[src/rtl/v_wb_arb.sv]
// v_wb_arb: VRF writeback arbiter (VMEM over VALU, optional VALU anti-starvation via V_WB_ARB_STARVE_EN); ports: valu_*/vmem_* producer handshakes, vwb_stall_i, registered vwb_* write, chk_addr_i/chk_hazard_o probe
module v_wb_arb #(
  parameter int VREG_DW      = 256,
  parameter int VREG_AW      = 5,
  parameter int STARVE_LIMIT = 4,
  parameter int CNT_W        = 3
) (
  input  logic               clk,
  input  logic               rst,
  input  logic               valu_valid_i,
  output logic               valu_ready_o,
  input  logic [VREG_AW-1:0] valu_addr_i,
  input  logic [VREG_DW-1:0] valu_data_i,
  input  logic               vmem_valid_i,
  output logic               vmem_ready_o,
  input  logic [VREG_AW-1:0] vmem_addr_i,
  input  logic [VREG_DW-1:0] vmem_data_i,
  input  logic               vwb_stall_i,
  output logic               vwb_en_o,
  output logic [VREG_AW-1:0] vwb_addr_o,
  output logic [VREG_DW-1:0] vwb_data_o,
  input  logic [VREG_AW-1:0] chk_addr_i,
  output logic               chk_hazard_o
);
  if ((1 << CNT_W) <= STARVE_LIMIT) begin : g_bad_cnt_w
    $error("CNT_W too narrow for STARVE_LIMIT");
  end
  logic               open;
  logic               force_valu;
  logic               valu_win;
  logic               vmem_win;
  logic               en_q, en_d;
  logic [VREG_AW-1:0] addr_q, addr_d;
  logic [VREG_DW-1:0] data_q, data_d;
`ifdef V_WB_ARB_STARVE_EN
  logic [CNT_W-1:0]   starve_cnt_q, starve_cnt_d;
  assign force_valu = starve_cnt_q == CNT_W'(STARVE_LIMIT);
  always_comb begin
    starve_cnt_d = starve_cnt_q;
    if (open)
      starve_cnt_d = (valu_valid_i && vmem_win)
                   ? (force_valu ? starve_cnt_q : starve_cnt_q + CNT_W'(1))
                   : '0;
  end
  always_ff @(posedge clk)
    if (rst) starve_cnt_q <= '0;
    else     starve_cnt_q <= starve_cnt_d;
`else
  assign force_valu = 1'b0;
`endif
  assign open         = !rst && !vwb_stall_i;
  assign vmem_win     = open && vmem_valid_i && !(valu_valid_i && force_valu);
  assign valu_win     = open && valu_valid_i && (!vmem_valid_i || force_valu);
  assign valu_ready_o = valu_win;
  assign vmem_ready_o = vmem_win;
  always_comb begin
    en_d   = open ? (valu_win || vmem_win) : en_q;
    addr_d = vmem_win ? vmem_addr_i : valu_win ? valu_addr_i : addr_q;
    data_d = vmem_win ? vmem_data_i : valu_win ? valu_data_i : data_q;
  end
  always_ff @(posedge clk)
    if (rst) begin
      en_q   <= 1'b0;
      addr_q <= '0;
      data_q <= '0;
    end else begin
      en_q   <= en_d;
      addr_q <= addr_d;
      data_q <= data_d;
    end
  assign vwb_en_o     = en_q;
  assign vwb_addr_o   = addr_q;
  assign vwb_data_o   = data_q;
  assign chk_hazard_o = (valu_valid_i && valu_addr_i == chk_addr_i)
                     || (vmem_valid_i && vmem_addr_i == chk_addr_i)
                     || (en_q && addr_q == chk_addr_i);
endmodule

[config.mk]
export PLATFORM = sky130hd
export DESIGN_NAME = v_wb_arb
export DESIGN_NICKNAME = d
export VERILOG_FILES = /design/src/rtl/v_wb_arb.sv
export SDC_FILE = /design/constraint.sdc
export NUM_CORES = 1
export LEC_CHECK = 0
export ABC_CLOCK_PERIOD_IN_PS = 1300
export BUFFER_PORTS_ARGS = -buffer_cell sky130_fd_sc_hd__buf_2
export CORE_AREA = 2 2 313 315
export CTS_BUF_LIST = sky130_fd_sc_hd__clkbuf_4 sky130_fd_sc_hd__clkbuf_8
export DETAILED_ROUTE_END_ITERATION = 16
export DIE_AREA = 0 0 315 317
export PLACE_DENSITY = 0.46
export RECOVER_POWER = 25
export SYNTH_ARGS = -nofsm -noshare
export SYNTH_HDL_FRONTEND = slang
export SYNTH_SLANG_ARGS = --single-unit
[constraint.sdc]
create_clock -name clk -period 1.3 [get_ports clk]
set_input_delay 0 -clock clk [delete_from_list [all_inputs] [get_ports clk]]
set_output_delay 0 -clock clk [all_outputs]
set_load 0.05 [all_outputs]
==> results.py <==
metrics = {
    "status": {
        "status": "finished with violations",
        "violations": "setup timing",
    },
    "critical_path": {
        "arrival_ns": 1.75,
        "critPathKind": "flip-flop to output port",
        "end_kind": "output port",
        "crit_fanout": 2,
        "required_ns": 1.30,
        "reg2reg_depth": 3,
        "startpoint_type": "flip-flop",
    },
    "layout": {
        "area_growth_pct": 91.36,
        "nNetsFinal": 3912,
        "layout-drive-gt1-share": 0.3569,
        "final_cell_mix": "buf_2 (560), dlygate4sd3_1 (530), nor2_1 (523)",
        "utilization": 0.2905,
        "fill_cells": 10370,
        "layout_commonest_cell": "buf_2",
    },
    "floorplan": {
        "design.core.area_mm2": 0.09628,
        "ios": 797,
        "die-area_mm2": 0.09986,
        "die_x_um": 315,
        "fp.dieH_um": 317,
        "rows": 114,
        "initial_utilization": 0.1518,
    },
    "clock_tree": {
        "cts_sinks": 262,
        "clkTransAtPathRegs_ns": 0.06,
        "cts_tree": "built",
        "htreeDepth": 2,
        "cts_buffer_depth": 3,
        "clk_root_buffer_cell": "clkbuf_8",
        "cts_buffers": 49,
        "clk_latency_ns": 0.61,
    },
    "synthesis": {
        "ys_types": 20,
        "synth_fa_ha_area_frac": 0,
        "synth_top_family_by_area": "simple AND/OR/NAND/NOR gates",
        "synth_compound_area_frac": 0.09005,
        "synth_area_leaders": "dfxtp_1 (36%), nor2_1 (13%), nor3b_1 (13%)",
        "yosys_warnings": 0,
        "syn_inst": 2028,
        "synthMuxAreaShare": 0,
        "synth_top_area_share": 0.3588,
        "syn_area_per_cell_um2": 7.207,
        "synth_area_mm2": 0.01462,
        "post-synth-top-area-cell": "dfxtp_1",
        "synth_xor_area_frac": 0.008988,
        "synth-seq-cells": 262,
        "synth-seq-area-share": 0.3588,
        "syn-num-nets": 2560,
        "yosys.area_share.simple": 0.4229,
    },
    "drt": {
        "ant_nets": 0,
        "wl_per_cell_um": 15.04,
        "firstDrtPassIters": 8,
        "wirelength_um": 70590,
        "vias": 18400,
        "drc": 0,
        "viasPerCell": 3.921,
        "first_iter_violations": 738,
    },
    "power_and_ir_drop": {
        "p_leak_uw": 0.01273,
        "cellPowerDensity_mw_per_mm2": 922.8,
        "vdd_drop_max_mv": 0.4863,
        "total_power_uw": 25810,
    },
    "sta": {
        "setup_viol": 145,
        "fin_ws_ns": -0.4535,
        "max_freq_mhz": 570.3,
        "rsz0062_at_grt": "true",
        "drv_slew": 0,
        "min_period_over_period": 1.349,
        "final_hold_viol_count": 0,
        "fin_skew_ns": 0,
        "slew_headroom": 0.3175,
        "layout_min_cycle_time_ns": 1.754,
        "worst_slew_pin_slew_ns": 1.020,
    },
    "place": {
        "portBuffers": 796,
        "post-place-ws_ns": -0.1397,
        "dp_hpwl_um": 50080,
        "globalplace.congestion": 0.8343,
    },
    "global_route": {
        "grt_max_degree": 92,
        "grt_pass1_vias": 18140,
        "track_usage": 0.1287,
        "grt_first_pass_wirelength_um": 100300,
        "antenna_found_initial": 7,
        "overflow": 0,
    },
    "flow_run": {
        "maxCapViolCount": 0,
    },
    "min_path": {
        "min_path_type": "input pin to flip-flop",
        "whs_path_depth": 6,
    },
}
[worst max-delay path, cell delays in order, from the launching register on]
cell and delay (ns):
dfxtp_2 0.33, xor2_1 0.18, nor4_1 0.26, nand3_1 0.12, nand3_2 0.10, buf_12 0.15
[where the power goes]
part           total (uW)  switching (uW)  internal [uW]
registers            8810             283           8530
logic                8310            4590           3720
clock network        8690            3830           4860
total               25800            8700          17100
[synth_stat cells]
library cell and number:
nor3_1 84, clkbuf_1 70, o22ai_1 1, nand2b_1 1, buf_6 3, buf_1 36, buf_4 4, nor2_1 523
nor3_2 180, xor2_1 12, dfxtp_1 262, o22a_1 1, nor3b_1 259, nor4_1 3, nor2b_1 1, buf_2 61
nand3_1 4, inv_1 260, a21oi_1 260, xnor2_1 3
[registers in the layout, indices dropped and copies added, names as in the netlist]
register    cells
vwb_addr_o      5
vwb_data_o    256
vwb_en_o        1
[final cells by class]
cell class	instances	area (um2)	share of cell area
Sequential cell	262	5266	0.1883
Clock buffer	73	954.7	0.03413
Timing Repair Buffer	1475	11420	0.4085
Clock inverter	11	85.08	0.003042
Inverter	260	975.9	0.03489
Tap cell	1276	1597	0.05708
Antenna cell	5	12.51	0.0004473
Multi-Input combinational cell	1332	7655	0.2737
[path summary, 6_finish.rpt]
kind / startpoint / to / slack, ns
worst min-delay path: vmem_valid_i / vwb_data_o[245] / 0.07
worst max-delay path: vwb_addr_o[2] / chk_hazard_o / -0.45
worst max register to register: vwb_data_o[135] / vwb_data_o[135] / 0.17
worst min register to register: vwb_data_o[105] / vwb_data_o[105] / 0.49
[stage by stage]
step,std cells,area [um2],TNS [ns],hold WS [ns]
2_1_floorplan,2028,14620,-0.5758,0.2523
3_3_place_gp,4066,20820,-1.697,0.3763
3_5_place_dp,4066,20820,-1.918,0.3783
4_1_cts,4685,27760,-1.332,0.005762
5_1_grt,4691,27960,-21.55,0.04034
6_report,4694,27970,-14.89,0.06927
[repair_timing]
item,CTS,global route
buffers inserted,3,2
cloned,0,2
resized for setup,205,69
hold buffers,532,2
pin swaps,4,1
hold endpoints to repair,262,53
endpoints found under the setup margin,173,108
[cell families (layout without fill, tap and decap cells)]
group,after synthesis,after routing
flops,262,262
xor+xnor,15,15
buf+inv,434,1819
other cells,0,5
compound gates,262,262
simple gates,1055,1055
[per-layer routing]
metal,vias up,global-route usage,part of all wire
met3,140,0.03280,0.065
li1,9232,-,-
met4,2,0.05444,0.041
met2,609,0.2196,0.47
met5,-,0,0.00018
met1,8421,0.1528,0.42
Note: power is estimated with default switching activity, not from simulation.
